==> config.mk <==
export PLATFORM = sky130hd
export DESIGN_NAME = bin2bcd_seq
export DESIGN_NICKNAME = d
export VERILOG_FILES = /design/src/rtl/bcd_pkg.sv /design/src/rtl/bcd_add3_col.sv /design/src/rtl/bin2bcd_seq.sv
export SDC_FILE = /design/constraint.sdc
export NUM_CORES = 1
export LEC_CHECK = 0
export BUFFER_PORTS_ARGS = -buffer_cell sky130_fd_sc_hd__buf_2
export CAP_MARGIN = 15
export CORE_ASPECT_RATIO = 0.5
export CORE_UTILIZATION = 42
export DETAILED_ROUTE_END_ITERATION = 10
export PLACE_DENSITY = 0.62
export SETUP_SLACK_MARGIN = 0.4
export SYNTH_ARGS = -nofsm -noshare
export SYNTH_HDL_FRONTEND = slang
export SYNTH_HIERARCHICAL = 1
export SYNTH_SLANG_ARGS = --single-unit
==> constraint.sdc <==
create_clock -name clk -period 1.4 [get_ports clk]
set_input_delay 0.42 -clock clk [delete_from_list [all_inputs] [get_ports clk]]
set_output_delay 0.42 -clock clk [all_outputs]
set_load 0.01 [all_outputs]
==> src/rtl/bcd_pkg.sv <==
// Shared definitions for the sequential binary-to-BCD converter family:
// digit width, FSM state encoding and the digit-count sizing helper.
package bcd_pkg;

    localparam int DIGIT_W = 4;

    typedef enum logic [1:0] {
        IDLE  = 2'd0,
        SHIFT = 2'd1,
        DONE  = 2'd2
    } state_t;

    // Decimal digits needed for the largest magnitude an input of this width can carry.
    function automatic int bcd_digits_needed(input int width, input bit is_signed);
        longint unsigned max_mag;
        int n;
        if (is_signed) begin
            max_mag = 64'd1 << (width - 1);
        end else begin
            max_mag = (64'd1 << width) - 64'd1;
        end
        n = 1;
        for (int i = 0; i < 20; i++) begin
            if (max_mag >= 64'd10) begin
                max_mag = max_mag / 64'd10;
                n = n + 1;
            end
        end
        return n;
    endfunction

endpackage

==> src/rtl/bcd_add3_col.sv <==
// One BCD digit column of the double-dabble correction: digits of 5 or more
// get 3 added so the following left shift carries correctly into the next digit.
module bcd_add3_col
    import bcd_pkg::*;
(
    input  logic [DIGIT_W-1:0] digit,
    output logic [DIGIT_W-1:0] corrected
);

    always_comb begin
        corrected = digit;
        if (digit >= DIGIT_W'(5)) begin
            corrected = digit + DIGIT_W'(3);
        end
    end

endmodule

==> src/rtl/bin2bcd_seq.sv <==
// Sequential shift-and-add-3 binary-to-BCD converter, one operand bit per clock,
// with optional two's-complement input and valid/ready on both sides.
module bin2bcd_seq
    import bcd_pkg::*;
#(
    parameter int BIN_W  = 8,
    parameter int DIGITS = 3,
    parameter int SIGNED = 0
) (
    input  logic                       clk,
    input  logic                       rst_n,
    input  logic                       in_valid,
    output logic                       in_ready,
    input  logic [BIN_W-1:0]           in_bin,
    output logic                       out_valid,
    input  logic                       out_ready,
    output logic [DIGIT_W*DIGITS-1:0]  out_bcd,
    output logic                       out_neg,
    output logic                       busy
);

    localparam int BCD_W = DIGIT_W * DIGITS;
    localparam int CNT_W = $clog2(BIN_W + 1);

    if (BIN_W < 2) begin : g_bad_width
        $error("bin2bcd_seq: BIN_W must be at least 2");
    end
    if (DIGITS < bcd_digits_needed(BIN_W, SIGNED != 0)) begin : g_bad_digits
        $error("bin2bcd_seq: DIGITS too small for the largest input magnitude");
    end

    // Handshakes: a transfer happens on a rising edge where valid and ready are
    // both high; valid never waits on ready, and a presented result is held
    // unchanged until it is taken.

    state_t              state_q, state_d;
    logic [BCD_W-1:0]    bcd_q, bcd_fix, bcd_shift, res_q;
    logic [BIN_W-1:0]    op_q, op_load;
    logic [CNT_W-1:0]    cnt_q;
    logic                neg_q, neg_load, res_neg_q, rst_done_q;
    logic                accept, last_shift;

    for (genvar i = 0; i < DIGITS; i++) begin : g_col
        bcd_add3_col u_col (
            .digit     (bcd_q[DIGIT_W*i +: DIGIT_W]),
            .corrected (bcd_fix[DIGIT_W*i +: DIGIT_W])
        );
    end

    assign bcd_shift = (bcd_fix << 1) | BCD_W'(op_q[BIN_W-1]);

    // Negating in BIN_W bits and reading the result unsigned is exact for every
    // negative input, including -2^(BIN_W-1).
    always_comb begin
        op_load  = in_bin;
        neg_load = 1'b0;
        if (SIGNED != 0 && in_bin[BIN_W-1]) begin
            op_load  = -in_bin;
            neg_load = 1'b1;
        end
    end

    always_ff @(posedge clk or negedge rst_n) begin
        if (!rst_n) begin
            state_q    <= IDLE;
            rst_done_q <= 1'b0;
        end else begin
            state_q    <= state_d;
            rst_done_q <= 1'b1;
        end
    end

    always_comb begin
        state_d    = state_q;
        in_ready   = 1'b0;
        out_valid  = 1'b0;
        busy       = 1'b0;
        accept     = 1'b0;
        last_shift = 1'b0;
        case (state_q)
            IDLE: begin
                in_ready = rst_done_q;
                if (in_valid && rst_done_q) begin
                    accept  = 1'b1;
                    state_d = SHIFT;
                end
            end
            SHIFT: begin
                busy = 1'b1;
                if (cnt_q == CNT_W'(1)) begin
                    last_shift = 1'b1;
                    state_d    = DONE;
                end
            end
            DONE: begin
                out_valid = 1'b1;
                if (out_ready) begin
                    state_d = IDLE;
                end
            end
            default: state_d = IDLE;
        endcase
    end

    // The result register only changes on the final shift, so out_bcd keeps the
    // last finished value through IDLE and the next conversion.
    always_ff @(posedge clk or negedge rst_n) begin
        if (!rst_n) begin
            bcd_q     <= '0;
            op_q      <= '0;
            cnt_q     <= '0;
            neg_q     <= 1'b0;
            res_q     <= '0;
            res_neg_q <= 1'b0;
        end else if (accept) begin
            bcd_q <= '0;
            op_q  <= op_load;
            cnt_q <= CNT_W'(BIN_W);
            neg_q <= neg_load;
        end else if (state_q == SHIFT) begin
            bcd_q <= bcd_shift;
            op_q  <= op_q << 1;
            cnt_q <= cnt_q - 1'b1;
            if (last_shift) begin
                res_q     <= bcd_shift;
                res_neg_q <= neg_q;
            end
        end
    end

    assign out_bcd = res_q;
    assign out_neg = res_neg_q;

endmodule

==> results of run 1 <==
[area by class of cell]
class / count / area [sq um]
flip-flops and latches: 39 / 977
clock inverters: 3 / 15.0
clock buffers: 5 / 68.8
fillers: 349 / 1510
repair buffers: 72 / 591
inverters: 10 / 50.0
well taps: 57 / 71.3
multi-input cells: 135 / 1140
[routing by layer]
metal  global-route usage [%]  vias up  share of wire, %
met2                     35.2       32                49
li1                         -      782                 -
met1                     26.2      779                47
met4                     4.73        0              0.94
met3                     5.57        6               3.1
met5                        0        -                 0
[metrics by stage]
step	total power [uW]	utilization, %	instances
after global routing	7010	65.8	321
final	6510	65.8	321
after CTS	6280	63.7	313
after global placement	4660	53.8	282
after detailed placement	4770	53.8	282
after floorplan	4040	-	192
[worst max path at each step]
stage,startpoint,to,slack [ns]
after floorplan,cnt_q[1],out_bcd[10],-0.03
after global placement,cnt_q[1],out_bcd[8],-0.02
after detailed placement,cnt_q[1],out_bcd[3],-0.07
after CTS,state_q[1],in_ready,-0.15
after global routing,state_q[1],in_ready,-0.20
final,state_q[1],in_ready,-0.13
[cells in the final DEF, fill, tap and decap left out, types with 2 or more instances in the layout]
master / instances
sky130_fd_sc_hd__ha_2: 3
sky130_fd_sc_hd__nand2b_1: 2
sky130_fd_sc_hd__mux2_2: 3
sky130_fd_sc_hd__o21ai_0: 10
sky130_fd_sc_hd__ha_4: 5
sky130_fd_sc_hd__dfrtp_1: 38
sky130_fd_sc_hd__mux2_4: 9
sky130_fd_sc_hd__o21ai_1: 12
sky130_fd_sc_hd__nand2_8: 2
sky130_fd_sc_hd__clkinv_2: 3
sky130_fd_sc_hd__inv_1: 3
sky130_fd_sc_hd__nand2_1: 43
sky130_fd_sc_hd__mux2i_2: 2
sky130_fd_sc_hd__nor3b_4: 2
sky130_fd_sc_hd__nand2b_4: 5
sky130_fd_sc_hd__buf_12: 2
sky130_fd_sc_hd__a21oi_4: 3
sky130_fd_sc_hd__buf_16: 2
sky130_fd_sc_hd__a21oi_2: 2
sky130_fd_sc_hd__mux2i_1: 2
sky130_fd_sc_hd__buf_2: 24
sky130_fd_sc_hd__nor2_1: 4
sky130_fd_sc_hd__conb_1: 2
sky130_fd_sc_hd__nand2_2: 2
sky130_fd_sc_hd__buf_6: 10
sky130_fd_sc_hd__a22oi_2: 7
sky130_fd_sc_hd__xnor2_1: 3
sky130_fd_sc_hd__inv_2: 6
sky130_fd_sc_hd__o21ai_2: 4
sky130_fd_sc_hd__clkbuf_8: 5
sky130_fd_sc_hd__buf_4: 33
[repair_timing]
item,CTS,global route
endpoints found under the setup margin,53,53
gates resized for setup,37,7
hold buffers,0,0
pin swaps,4,2
endpoints found under the hold margin,0,0
setup buffers,20,8
gates cloned,3,0
[sequential cells by signal, summed over array words and instances, names as in the netlist]
signal and flops:
out_bcd 12, bcd_q 12, op_q 8, state_q 2, rst_done_q 1, cnt_q 4
[report_power, final]
group	internal [uW]	switching, uW
registers	1580	387
logic	2030	1780
clock network	341	398
total	3950	2560
==> impl_metrics.prom, run 1 <==
# TYPE chip_impl_metric gauge
chip_impl_metric{name="ctsLongestPathBuffers",unit=""} 2
chip_impl_metric{name="rows",unit=""} 17
chip_impl_metric{name="critical_path_buf_inv_count",unit=""} 2
chip_impl_info{name="outcome",value="finished, violations left"} 1
chip_impl_metric{name="placed_area",unit="sq um"} 2380
chip_impl_metric{name="globalRouteTotalUtil",unit="%"} 20.5
chip_impl_metric{name="mappedNetlistNets",unit=""} 212
chip_impl_info{name="tritoncts",value="yes"} 1
chip_impl_metric{name="cts.sink_count",unit=""} 39
chip_impl_metric{name="crit_path_max_fo",unit=""} 3
chip_impl_metric{name="power_density",unit="nW/um^2"} 2240
chip_impl_metric{name="timing.final.crit_share",unit="%"} 109
chip_impl_metric{name="dr.pass1.iters",unit=""} 6
chip_impl_metric{name="timing.max_cap.violations",unit=""} 0
chip_impl_metric{name="mapped_cell_area",unit="sq um"} 1950
chip_impl_metric{name="worst-endpoint-required",unit="ns"} 0.98
chip_impl_info{name="holdCritPathClass",value="in2async"} 1
chip_impl_info{name="worst_r2r_endpoint",value="op_q[7]"} 1
chip_impl_metric{name="antenna_cells_inserted",unit=""} 0
chip_impl_metric{name="die_area",unit="sq um"} 4940
chip_impl_metric{name="clock.fmax",unit="MHz"} 653
chip_impl_metric{name="rrSetupSlack",unit="ns"} -0.12
chip_impl_metric{name="grt_overflow_total",unit=""} 0
chip_impl_info{name="timing.critical_path.slowest_stage_cell",value="sky130_fd_sc_hd__dfrtp_1"} 1
chip_impl_metric{name="place.detailed.hpwl",unit="mm"} 2.65
chip_impl_metric{name="number_of_antenna_violations_at_the_first_check_in_global_routing",unit=""} 0
chip_impl_metric{name="top_level_ports",unit=""} 28
chip_impl_metric{name="worst_ep_arrival_time",unit="ns"} 1.11
chip_impl_metric{name="crit_path_max_incr_delay",unit="ns"} 0.39
chip_impl_metric{name="drt-initial-drc-count",unit=""} 57
chip_impl_metric{name="final_antenna_net_count",unit=""} 0
chip_impl_metric{name="avgViaCountPerCell",unit=""} 4.98
chip_impl_info{name="regToRegStartpoint",value="state_q[1]"} 1
chip_impl_info{name="crit_chain",value="buf_6, nor3b_4, buf_2"} 1
chip_impl_metric{name="setup-violations-final",unit=""} 39
chip_impl_info{name="cts.root.buffer_cell",value="sky130_fd_sc_hd__clkbuf_8"} 1
chip_impl_metric{name="drcViolationCount",unit=""} 0
chip_impl_metric{name="path_depth",unit=""} 3
chip_impl_metric{name="first_global_vias",unit=""} 1597
chip_impl_metric{name="die_w",unit="microns"} 98.4
chip_impl_metric{name="wl",unit="mm"} 4.59
chip_impl_info{name="failed_checks",value="setup timing"} 1
chip_impl_metric{name="insertion_delay",unit="ns"} 0.29
chip_impl_metric{name="route.vias.total",unit=""} 1599
chip_impl_metric{name="htree_num_levels",unit=""} 2
chip_impl_metric{name="standby_leakage_power",unit="uW"} 0.00142
chip_impl_metric{name="share_of_final_layout_standard_cells_stronger_than_drive_strength_1",unit="%"} 53.0
chip_impl_metric{name="totalNegativeSetupSlack",unit="ns"} -2.96
chip_impl_info{name="crit_path_class",value="reg2out"} 1
chip_impl_metric{name="worst_hold_slack",unit="ns"} 0.0773
chip_impl_metric{name="place_worst_setup_slack",unit="ns"} -0.0741
chip_impl_metric{name="tritoncts.num_buffers",unit=""} 5
chip_impl_info{name="timing.critical_path.max_delay_family",value="flip-flops"} 1
chip_impl_metric{name="synthesis.area_per_instance",unit="sq um"} 10.2
chip_impl_metric{name="coreArea",unit="sq um"} 4420
chip_impl_metric{name="fin_nets",unit=""} 283
chip_impl_metric{name="rr_worst_depth",unit=""} 8
chip_impl_metric{name="die_height",unit="microns"} 50.2
chip_impl_metric{name="postLayoutCellArea",unit="sq um"} 2910
chip_impl_info{name="startpoint_type",value="flip-flop"} 1
chip_impl_metric{name="numPortBuffers",unit=""} 26
chip_impl_metric{name="routedWlPerCell",unit="microns"} 14.3
chip_impl_metric{name="synthesis.instances",unit=""} 192
chip_impl_info{name="unrepaired_setup_endpoints_after_global_routing",value="yes"} 1
chip_impl_metric{name="last_weighted_congestion_value_of_the_routability_driven_placer",unit=""} 0.737
chip_impl_metric{name="grt_first_pass_wirelength",unit="mm"} 7.63
chip_impl_metric{name="grt_max_degree",unit=""} 40
chip_impl_info{name="worst_setup_path_end_kind",value="primary output"} 1
chip_impl_metric{name="final_period_minus_worst_setup_slack",unit="ns"} 1.53
chip_impl_metric{name="slew_viol_final",unit=""} 0
chip_impl_metric{name="timing.final.hold_violations",unit=""} 0
chip_impl_metric{name="start_util",unit="%"} 44.1
chip_impl_metric{name="path_clk_slew",unit="ns"} 0.08
chip_impl_metric{name="layout-area-overhead-vs-synth",unit="%"} 49.3
chip_impl_metric{name="yosysWarnings",unit=""} 6
chip_impl_metric{name="worst_case_setup_margin_in_the_final_layout",unit="ns"} -0.132
chip_impl_metric{name="worst_clock_skew",unit="ns"} 0.00667
chip_impl_metric{name="vdd.ir_drop.worst",unit="mV"} 1.12
Note: power is estimated with default switching activity, not from simulation.
==> run 2: changes to the inputs <==
CORE_MARGIN = 2   (was unset)
==> run 2 against run 1 <==
Compared with the run above:
- the flow still finishes with violations (setup timing)
- non-clock buffer count is 5 lower
- final cell count is 1.6% lower
- wire length is 1.0% lower
- sequential power hardly changed
- critical path depth stayed put
- critical endpoint unchanged
- largest power group unchanged
- highest routed layer unchanged
==> impl_metrics.prom, run 2 (synthesized netlist as in run 1, its figures left out) <==
# TYPE chip_impl_metric gauge
chip_impl_info{name="outcome",value="finished, violations left"} 1
chip_impl_info{name="failed_checks",value="setup timing"} 1
chip_impl_metric{name="ctsLongestPathBuffers",unit=""} 2
chip_impl_info{name="tritoncts",value="yes"} 1
chip_impl_info{name="unrepaired_setup_endpoints_after_global_routing",value="yes"} 1
chip_impl_metric{name="tritoncts.num_buffers",unit=""} 5
chip_impl_metric{name="wl",unit="mm"} 4.55
chip_impl_metric{name="first_global_vias",unit=""} 1571
chip_impl_metric{name="worst-endpoint-required",unit="ns"} 0.98
chip_impl_info{name="regToRegStartpoint",value="state_q[1]"} 1
chip_impl_metric{name="insertion_delay",unit="ns"} 0.29
chip_impl_metric{name="worst_ep_arrival_time",unit="ns"} 1.14
chip_impl_metric{name="die_area",unit="sq um"} 5240
chip_impl_info{name="cts.root.buffer_cell",value="sky130_fd_sc_hd__clkbuf_8"} 1
chip_impl_info{name="layout_commonest_cell",value="sky130_fd_sc_hd__nand2_1"} 1
chip_impl_metric{name="crit_path_max_fo",unit=""} 4
chip_impl_metric{name="die_w",unit="microns"} 100
chip_impl_metric{name="vdd.ir_drop.worst",unit="mV"} 0.977
chip_impl_metric{name="dp_cells",unit=""} 282
chip_impl_info{name="most-common-layout-cells",value="45 x sky130_fd_sc_hd__nand2_1, 38 x sky130_fd_sc_hd__dfrtp_1, 30 x sky130_fd_sc_hd__buf_4"} 1
chip_impl_metric{name="cts.sink_count",unit=""} 39
chip_impl_metric{name="number_of_antenna_violations_at_the_first_check_in_global_routing",unit=""} 0
chip_impl_info{name="global_route.peak_usage_layer",value="met2"} 1
chip_impl_metric{name="timing.final.hold_violations",unit=""} 0
chip_impl_metric{name="slew_viol_final",unit=""} 0
chip_impl_metric{name="postLayoutCellArea",unit="sq um"} 2880
chip_impl_metric{name="grt_overflow_total",unit=""} 0
chip_impl_metric{name="grt.met1_usage",unit="%"} 24.9
chip_impl_info{name="startpoint_type",value="flip-flop"} 1
chip_impl_metric{name="avgViaCountPerCell",unit=""} 4.92
chip_impl_metric{name="drt-initial-drc-count",unit=""} 57
chip_impl_metric{name="path_clk_slew",unit="ns"} 0.08
chip_impl_metric{name="grt_first_pass_wirelength",unit="mm"} 7.37
chip_impl_info{name="worst_r2r_endpoint",value="bcd_q[10]"} 1
chip_impl_info{name="worst_setup_path_end_kind",value="primary output"} 1
chip_impl_metric{name="rows",unit=""} 17
chip_impl_info{name="critPathLaunch",value="state_q[1]"} 1
chip_impl_metric{name="route.vias.total",unit=""} 1554
chip_impl_metric{name="final_antenna_net_count",unit=""} 0
chip_impl_metric{name="layout-area-overhead-vs-synth",unit="%"} 47.7
chip_impl_info{name="holdCritPathClass",value="in2async"} 1
chip_impl_metric{name="rrSetupSlack",unit="ns"} -0.12
chip_impl_metric{name="timing.max_cap.violations",unit=""} 0
chip_impl_metric{name="drcViolationCount",unit=""} 0
chip_impl_metric{name="setup-violations-final",unit=""} 36
chip_impl_metric{name="finish.cell_count_without_fillers",unit=""} 316
chip_impl_metric{name="place.detailed.hpwl",unit="mm"} 2.71
chip_impl_metric{name="layout.filler_cells",unit=""} 337
chip_impl_metric{name="fin_nets",unit=""} 278
chip_impl_metric{name="worst_case_setup_margin_in_the_final_layout",unit="ns"} -0.159
chip_impl_metric{name="global_route.usage.met2",unit="%"} 31.9
chip_impl_metric{name="numPortBuffers",unit=""} 26
chip_impl_metric{name="rr_worst_depth",unit=""} 6
chip_impl_info{name="crit_chain",value="buf_12, nor3b_4, buf_2"} 1
chip_impl_metric{name="routedWlPerCell",unit="microns"} 14.4
chip_impl_metric{name="die_height",unit="microns"} 52.2
chip_impl_metric{name="worst_clock_skew",unit="ns"} 0.00710
chip_impl_metric{name="crit_path_max_incr_delay",unit="ns"} 0.41
chip_impl_metric{name="timing.final.crit_share",unit="%"} 111
chip_impl_metric{name="coreArea",unit="sq um"} 4420
chip_impl_metric{name="share_of_final_layout_standard_cells_stronger_than_drive_strength_1",unit="%"} 49.4
chip_impl_metric{name="last_weighted_congestion_value_of_the_routability_driven_placer",unit=""} 0.732
chip_impl_metric{name="grt_max_degree",unit=""} 40
chip_impl_info{name="critical_path.endpoint",value="in_ready"} 1
chip_impl_metric{name="cts_hold_buf",unit=""} 0
chip_impl_metric{name="final_period_minus_worst_setup_slack",unit="ns"} 1.56
chip_impl_metric{name="standby_leakage_power",unit="uW"} 0.00140
chip_impl_info{name="timing.critical_path.slowest_stage_cell",value="sky130_fd_sc_hd__dfrtp_1"} 1
chip_impl_metric{name="power_density",unit="nW/um^2"} 2270
chip_impl_metric{name="top_level_ports",unit=""} 28
chip_impl_metric{name="antenna_cells_inserted",unit=""} 0
chip_impl_metric{name="dr.pass1.iters",unit=""} 4
chip_impl_info{name="crit_path_class",value="reg2out"} 1
chip_impl_metric{name="clock.fmax",unit="MHz"} 641
chip_impl_metric{name="htree_num_levels",unit=""} 2
chip_impl_metric{name="globalRouteTotalUtil",unit="%"} 18.9
chip_impl_metric{name="global_route.usage.met3",unit="%"} 4.67
chip_impl_metric{name="start_util",unit="%"} 44.1
chip_impl_metric{name="placed_area",unit="sq um"} 2390
-- run 2: cell types whose count changed in the layout (fill, tap and decap cells not counted), sizes merged --
cell and change:
buf -5, clkbuf +2, clkinv -3, clkinvlp +1
-- run 2: layout make-up --
type	instances	area, sq um	area share (%)
timing repair buffer	67	572	19.9
clock inverter	1	7.51	0.261
sequential	39	977	33.9
inverter	10	50.0	1.74
tap	57	71.3	2.48
clock buffer	7	96.3	3.34
multi-input combinational	135	1110	38.4
-- run 2: power by group --
part,internal [uW],leakage [uW],switching (uW)
clock,448,0.0000505,402
sequential,1580,0.000497,406
combinational,2000,0.000853,1710
-- run 2: routing by layer --
layer / up-vias / routed length (microns)
met4: 0 / 38
met1: 748 / 2240
li1: 774 / -
met5: - / 0
met3: 4 / 163
met2: 28 / 2110
-- run 2: timing repair --
item,4_1_cts,5_1_grt
gates resized for setup,17,12
gates cloned,3,0
pin swaps,3,3
setup buffers,16,7
setup endpoints to repair,53,53
-- run 2: worst max-delay path, delay by kind of cell, from the launching register on --
family | cells | cell delay [ns]
simple gates | 1 | 0.15
flops | 1 | 0.41
buf+inv | 2 | 0.29
-- run 2: stage by stage --
step           setup TNS (ns)  utilization (%)  hold slack, ns  worst slack (ns)  total power, uW
5_1_grt                 -3.97             65.1          0.0818            -0.220             7030
3_5_place_dp           -0.872             54.0           0.407           -0.0844             4820
4_1_cts                 -3.04             62.7          0.0893            -0.177             6250
2_1_floorplan          -0.264                -           0.124           -0.0294             4040
3_3_place_gp           -0.243             54.0           0.405           -0.0233             4690
6_report                -2.05             65.1          0.0868            -0.159             6540
-- run 2: worst min-delay path by stage --
stage | from | to | slack (ns)
4_1_cts | rst_n | out_bcd[2] | 0.09
6_report | rst_n | cnt_q[3] | 0.09
3_5_place_dp | rst_n | rst_done_q | 0.41
2_1_floorplan | rst_n | bcd_q[0] | 0.12
5_1_grt | rst_n | cnt_q[3] | 0.08
3_3_place_gp | rst_n | rst_done_q | 0.40
